`src/rtl/alu_stage_mc.sv`:
```
// Multi-cycle execute stage: single-cycle ADD/SUB/JALR/branches and iterative
// radix-2 MUL/MULHU/DIVU/REMU, with valid/ready intake, flush and wrong-path write kill.
module alu_stage_mc #(
   parameter int XLEN     = 32,
   parameter int REG_BITS = 5
) (
   input  logic                clk,
   input  logic                reset,
   input  logic                in_valid,
   output logic                in_ready,
   input  logic [XLEN-1:0]     input1,
   input  logic [XLEN-1:0]     input2,
   input  logic [4:0]          alu_operation,
   input  logic [XLEN-1:0]     branch_dest,
   input  logic [XLEN-1:0]     next_program_counter,
   input  logic                in_dest_register_enable,
   input  logic [REG_BITS-1:0] in_dest_register_number,
   input  logic                flush,
   output logic                out_valid,
   output logic [XLEN-1:0]     alu_output,
   output logic                out_dest_register_enable,
   output logic [REG_BITS-1:0] out_dest_register_number,
   output logic                alu_out_branch_enable,
   output logic [XLEN-1:0]     alu_out_branch_address
);
   localparam int CW = $clog2(XLEN);

   typedef enum logic [1:0] {IDLE, MUL_RUN, DIV_RUN} state_t;

   state_t              state;
   logic [CW-1:0]       count;
   logic                kill_next;
   logic                accept;
   logic                is_multi;
   logic                is_div;

   logic [2*XLEN-1:0]   acc_p1;
   logic [2*XLEN-1:0]   acc_next;
   logic [XLEN-1:0]     opnd_p1;
   logic                hi_sel_p1;
   logic                dest_en_p1;
   logic [REG_BITS-1:0] dest_num_p1;

   logic [XLEN:0]       mul_sum;
   logic [XLEN:0]       rem_sh;
   logic [XLEN:0]       div_diff;

   logic [XLEN-1:0]     sc_result;
   logic                sc_taken;
   logic [XLEN-1:0]     sc_addr;

   function automatic logic branch_cond(input logic [4:0] op,
                                        input logic [XLEN-1:0] a,
                                        input logic [XLEN-1:0] b);
      logic signed [XLEN-1:0] sa;
      logic signed [XLEN-1:0] sb;
      sa = a;
      sb = b;
      case (op)
         5'd9:    return a == b;
         5'd10:   return a != b;
         5'd11:   return sa < sb;
         5'd12:   return sa >= sb;
         5'd13:   return a < b;
         5'd14:   return a >= b;
         default: return 1'b0;
      endcase
   endfunction

   assign in_ready = (state == IDLE);
   assign accept   = in_valid & in_ready & ~flush;
   assign is_multi = (alu_operation >= 5'd2) && (alu_operation <= 5'd5);
   assign is_div   = (alu_operation == 5'd4) || (alu_operation == 5'd5);

   always_comb begin
      sc_result = '0;
      sc_taken  = 1'b0;
      sc_addr   = '0;
      case (alu_operation)
         5'd0: sc_result = input1 + input2;
         5'd1: sc_result = input1 - input2;
         5'd8: begin
            sc_result = next_program_counter;
            sc_taken  = 1'b1;
            sc_addr   = (input1 + input2) & {{(XLEN-1){1'b1}}, 1'b0};
         end
         5'd9, 5'd10, 5'd11, 5'd12, 5'd13, 5'd14: begin
            sc_taken = branch_cond(alu_operation, input1, input2);
            sc_addr  = sc_taken ? branch_dest : '0;
         end
         default: sc_result = '0;
      endcase
   end

   // One iteration: shift-add for multiply (upper half accumulates, lower half
   // shifts the multiplier out); restoring subtract for divide (upper half is
   // the partial remainder, lower half shifts dividend out and quotient in).
   always_comb begin
      mul_sum  = {1'b0, acc_p1[2*XLEN-1:XLEN]} + (acc_p1[0] ? {1'b0, opnd_p1} : '0);
      rem_sh   = acc_p1[2*XLEN-1:XLEN-1];
      div_diff = rem_sh - {1'b0, opnd_p1};
      if (state == DIV_RUN) begin
         if (div_diff[XLEN])
            acc_next = {rem_sh[XLEN-1:0], acc_p1[XLEN-2:0], 1'b0};
         else
            acc_next = {div_diff[XLEN-1:0], acc_p1[XLEN-2:0], 1'b1};
      end else begin
         acc_next = {mul_sum, acc_p1[XLEN-1:1]};
      end
   end

   // Operand latch / iteration datapath
   always_ff @(posedge clk) begin
      if (accept && is_multi) begin
         acc_p1      <= {{XLEN{1'b0}}, input1};
         opnd_p1     <= input2;
         hi_sel_p1   <= (alu_operation == 5'd3) || (alu_operation == 5'd5);
         dest_en_p1  <= in_dest_register_enable & ~kill_next;
         dest_num_p1 <= in_dest_register_number;
      end else if (state != IDLE) begin
         acc_p1 <= acc_next;
      end
   end

   // Control and registered outputs
   always_ff @(posedge clk or posedge reset) begin
      if (reset) begin
         state                    <= IDLE;
         count                    <= '0;
         kill_next                <= 1'b0;
         out_valid                <= 1'b0;
         alu_output               <= '0;
         out_dest_register_enable <= 1'b0;
         out_dest_register_number <= '0;
         alu_out_branch_enable    <= 1'b0;
         alu_out_branch_address   <= '0;
      end else begin
         out_valid <= 1'b0;
         if (flush) begin
            state     <= IDLE;
            count     <= '0;
            kill_next <= 1'b0;
         end else if (accept) begin
            kill_next <= is_multi ? 1'b0 : sc_taken;
            if (is_multi) begin
               state <= is_div ? DIV_RUN : MUL_RUN;
               count <= '0;
            end else begin
               out_valid                <= 1'b1;
               alu_output               <= sc_result;
               out_dest_register_enable <= in_dest_register_enable & ~kill_next;
               out_dest_register_number <= in_dest_register_number;
               alu_out_branch_enable    <= sc_taken;
               alu_out_branch_address   <= sc_addr;
            end
         end else if (state != IDLE) begin
            if (count == CW'(XLEN-1)) begin
               state                    <= IDLE;
               count                    <= '0;
               out_valid                <= 1'b1;
               alu_output               <= hi_sel_p1 ? acc_next[2*XLEN-1:XLEN] : acc_next[XLEN-1:0];
               out_dest_register_enable <= dest_en_p1;
               out_dest_register_number <= dest_num_p1;
               alu_out_branch_enable    <= 1'b0;
               alu_out_branch_address   <= '0;
            end else begin
               count <= count + 1'b1;
            end
         end
      end
   end
endmodule

```
`config.mk`:
```
export PLATFORM = sky130hd
export DESIGN_NAME = alu_stage_mc
export DESIGN_NICKNAME = d
export VERILOG_FILES = /design/src/rtl/alu_stage_mc.sv
export SDC_FILE = /design/constraint.sdc
export NUM_CORES = 1
export LEC_CHECK = 0
export ABC_AREA = 1
export CORE_ASPECT_RATIO = 1.1
export CORE_MARGIN = 2
export CORE_UTILIZATION = 40
export DETAILED_ROUTE_END_ITERATION = 12
export PLACE_DENSITY = 0.7
export SYNTH_ARGS = -nofsm -noshare
export SYNTH_HDL_FRONTEND = slang
export SYNTH_SLANG_ARGS = --single-unit
```
`constraint.sdc`:
```
create_clock -name clk -period 5.04 [get_ports clk]
set_input_delay 1.008 -clock clk [delete_from_list [all_inputs] [get_ports clk]]
set_output_delay 1.008 -clock clk [all_outputs]
set_load 0.03 [all_outputs]
```
==> out/results.tsv <==
stage	metric	value	unit
drt	drc	0	
worst_setup_path	critPathMaxFanout	33	
flow_run	maxCapViolations	0	
drt	drtIter0Drc	1899	
drt	dr.pass1.iters	6	
worst_setup_path	critical_path_class	in -> reg	
yosys	synthAdderAreaFrac	0.09112	
yosys	yosys.area_share.simple	0.3898	
hold_path	hold_start	dest_num_p1[0]$_DFFE_PP_	
yosys	ys_ff_latch	183	
sta	slew-limit-headroom	0.3920	
hold_path	min_path_type	reg -> reg	
placement	dp_hpwl	62.56	mm
yosys	synth_compound_area_frac	0.1367	
drt	wl	77.18	mm
global_routing	grt_pass1_wl	117.2	mm
floorplan	dieArea	48230	um2
worst_setup_path	start_kind	primary input	
sta	rsz0062_at_grt	false	
clocking	path_clk_slew	0.07	ns
clocking	cts_sinks	183	
sta	worst_slack	1.047	ns
yosys	yosys.area.top_type	nand2_1	
sta	worst_pin_slew	0.9120	ns
power_and_ir_drop	power.density	420.4	nW/um2
yosys	async_reset_ff_frac	0.4372	
floorplan	start_util	0.4063	
sta	setup_viol	0	
floorplan	ios	216	
drt	wl_per_cell	20.07	um
yosys	synth.net_count	3354	
yosys	synth_top_family_by_area	simple AND/OR/NAND/NOR gates	
power_and_ir_drop	vdd_ir_drop_max	0.2438	mV
global_routing	grt.total_usage	0.3178	
placement	finalWeightedCongestion	1.020	
yosys	syn_area	18590	um2
sta	fmax	0.2504	GHz
yosys	synth-edff-count	71	
yosys	synth_cell_types	46	
clocking	htreeDepth	4	
final_layout	nets	3520	
hold_path	whs_endpoint	out_dest_register_number[0]$_DFFE_PP0P_	
yosys	synth_xor_area_frac	0.01507	
clocking	worstSkewPairLatency	0.47	ns
sta	tns	0	ns
floorplan	core_area	45760	um2
yosys	muxShareOfSynthArea	0	
global_routing	first_global_vias	20520	
floorplan	die_w	209.6	um
yosys	synth_top_area_frac	0.2154	
placement	dp_cells	3813	
status	outcome	complete, no violations	
drt	via_per_inst	5.482	
final_layout	layout_common_cells	nand2_1, inv_1, nand3_1	
sta	fin_skew	0.01053	ns
yosys	seq_area_frac_synth	0.2568	
worst_setup_path	reg2reg_slack	1.34	ns
clocking	post_cts_resized	0	
global_routing	grt_overflow_total	0	
worst_setup_path	reg2reg_depth	21	
yosys	netlist_instances	3078	
placement	port-buffer-count	215	
worst_setup_path	arrival	4.35	ns
worst_setup_path	r2r-end	alu_output[31]$_DFFE_PP0P_	
yosys	synth_flop_cell	dfrtp_1	
yosys	postSynthAreaPerCell	6.041	um2
drt	antenna_left	0	
worst_setup_path	crit-reg2reg-launch	acc_p1[31]$_DFFE_PP_	
placement	place_ws	0.5954	ns
clocking	cts_setup_buffers	0	
global_routing	antenna_found_initial	0	
clocking	cts_buffers	17	
final_layout	final-instance-count-excl-fill	3845	
worst_setup_path	cp_data_required_time	5.40	ns
power_and_ir_drop	power_leakage	11.21	nW
clocking	cts_tree	done	
sta	drv_slew	0	
final_layout	regArea	4775	um2
yosys	synthTopCellsByArea	nand2_1, edfxtp_1, dfrtp_1	
final_layout	multi_input_area	11800	um2
floorplan	rows	82	
final_layout	fill_cells	4874	
hold_path	hold_depth	2	
clocking	cts_hold_buf	0	
worst_setup_path	cp-end-kind	flop	
final_layout	syn2layout_area_growth	17.66	%
final_layout	layout_commonest_cell	nand2_1	
clocking	cts.path.max_buffers	2	
sta	timing.final.crit_share	0.7923	
yosys	yosysWarningCount	0	
floorplan	die_h	230.1	um
final_layout	antenna_cells	0	
clocking	cts_root_buf	clkbuf_16	
global_routing	grt_max_degree	67	
drt	num_vias	21080	
final_layout	drive_gt1_frac	0.03162	
sta	finalCriticalPeriod	3.993	ns
sta	hold_viol_final	0	
per-stage QoR:
stage                     hold WS (ns)  cell area, um2  utilization  power, mW
after floorplan                 0.4420           18590            -      6.005
after global placement          0.4480           21280       0.4651      7.680
after detailed placement        0.4556           21280       0.4651      7.675
after CTS                       0.4715           21880       0.4781      9.136
after global routing            0.5037           21880       0.4781      9.916
final                           0.4777           21880       0.4781      9.196
where the power goes:
part           total, mW  internal [mW]  switching, mW
clock               1.44          0.753          0.687
combinational       5.48           1.89           3.59
sequential          2.27           1.93          0.340
critical path, cell delays in order:
cell and delay, ns:
clkdlybuf4s50_1 0.48, inv_1 0.09, ha_1 0.23, inv_1 0.18, fa_1 0.35, nand2_1 0.12
o21ai_2 0.31, nand2_1 0.11, nand2_2 0.16, nand2_1 0.08, nand2_2 0.09, nand2_2 0.10
nand3_1 0.09, nand2_1 0.06, nor2_2 0.14, nand3_4 0.34, nand2_1 0.18, nand2_1 0.07
nand2_1 0.05, nand2_1 0.06
synth_stat cells (12+ instances only):
cell,number
nand2_1,1067
xnor2_1,12
nor2_1,239
inv_1,429
o21bai_1,26
a21boi_0,15
nand3b_1,14
nor3_1,43
buf_2,17
ha_1,129
clkbuf_1,64
a31oi_1,60
nand3_1,294
xor2_1,20
edfxtp_1,71
dfxtp_1,32
nand4_1,40
o21ai_0,135
dfrtp_1,80
a21oi_1,194
per-layer routing:
layer,track usage,up-vias,part of all wire
met5,0,-,0
met2,0.5493,902,0.48
met3,0.03332,154,0.062
li1,-,10290,-
met4,0.1436,0,0.047
met1,0.3995,9732,0.41
worst max path at each step:
stage	from	end	slack, ns
finish	input1[0]	alu_out_branch_address[13]$_DFFE_PP0P_	1.05
global route	input1[0]	alu_out_branch_address[13]$_DFFE_PP0P_	0.77
CTS	input1[0]	alu_out_branch_address[13]$_DFFE_PP0P_	1.08
detailed placement	input1[0]	alu_out_branch_address[13]$_DFFE_PP0P_	0.60
global placement	input1[0]	alu_out_branch_address[3]$_DFFE_PP0P_	0.64
floorplan	alu_operation[1]	acc_p1[0]$_DFFE_PP_	0.43
layout make-up:
type | instances | share of cell area
multi-input combinational | 2365 | 0.5392
clock inverter | 13 | 0.006920
sequential | 183 | 0.2182
inverter | 438 | 0.07521
timing repair buffer | 239 | 0.1066
tap | 588 | 0.03363
clock buffer | 19 | 0.02025
logic make-up after synthesis:
logic type	count (synthesis)
compound gates	460
buf+inv	530
xor+xnor	32
flops	183
simple gates	1740
fa+ha+maj	133
state kept, by name (all words and copies together), names as in the netlist:
signal	cells
acc_p1	64
alu_out_branch_address	32
alu_out_branch_enable	1
alu_output	32
count	5
dest_en_p1	1
dest_num_p1	5
hi_sel_p1	1
kill_next	1
opnd_p1	32
out_dest_register_enable	1
out_dest_register_number	5
out_valid	1
state	2
(Power assumes the default switching activity.)
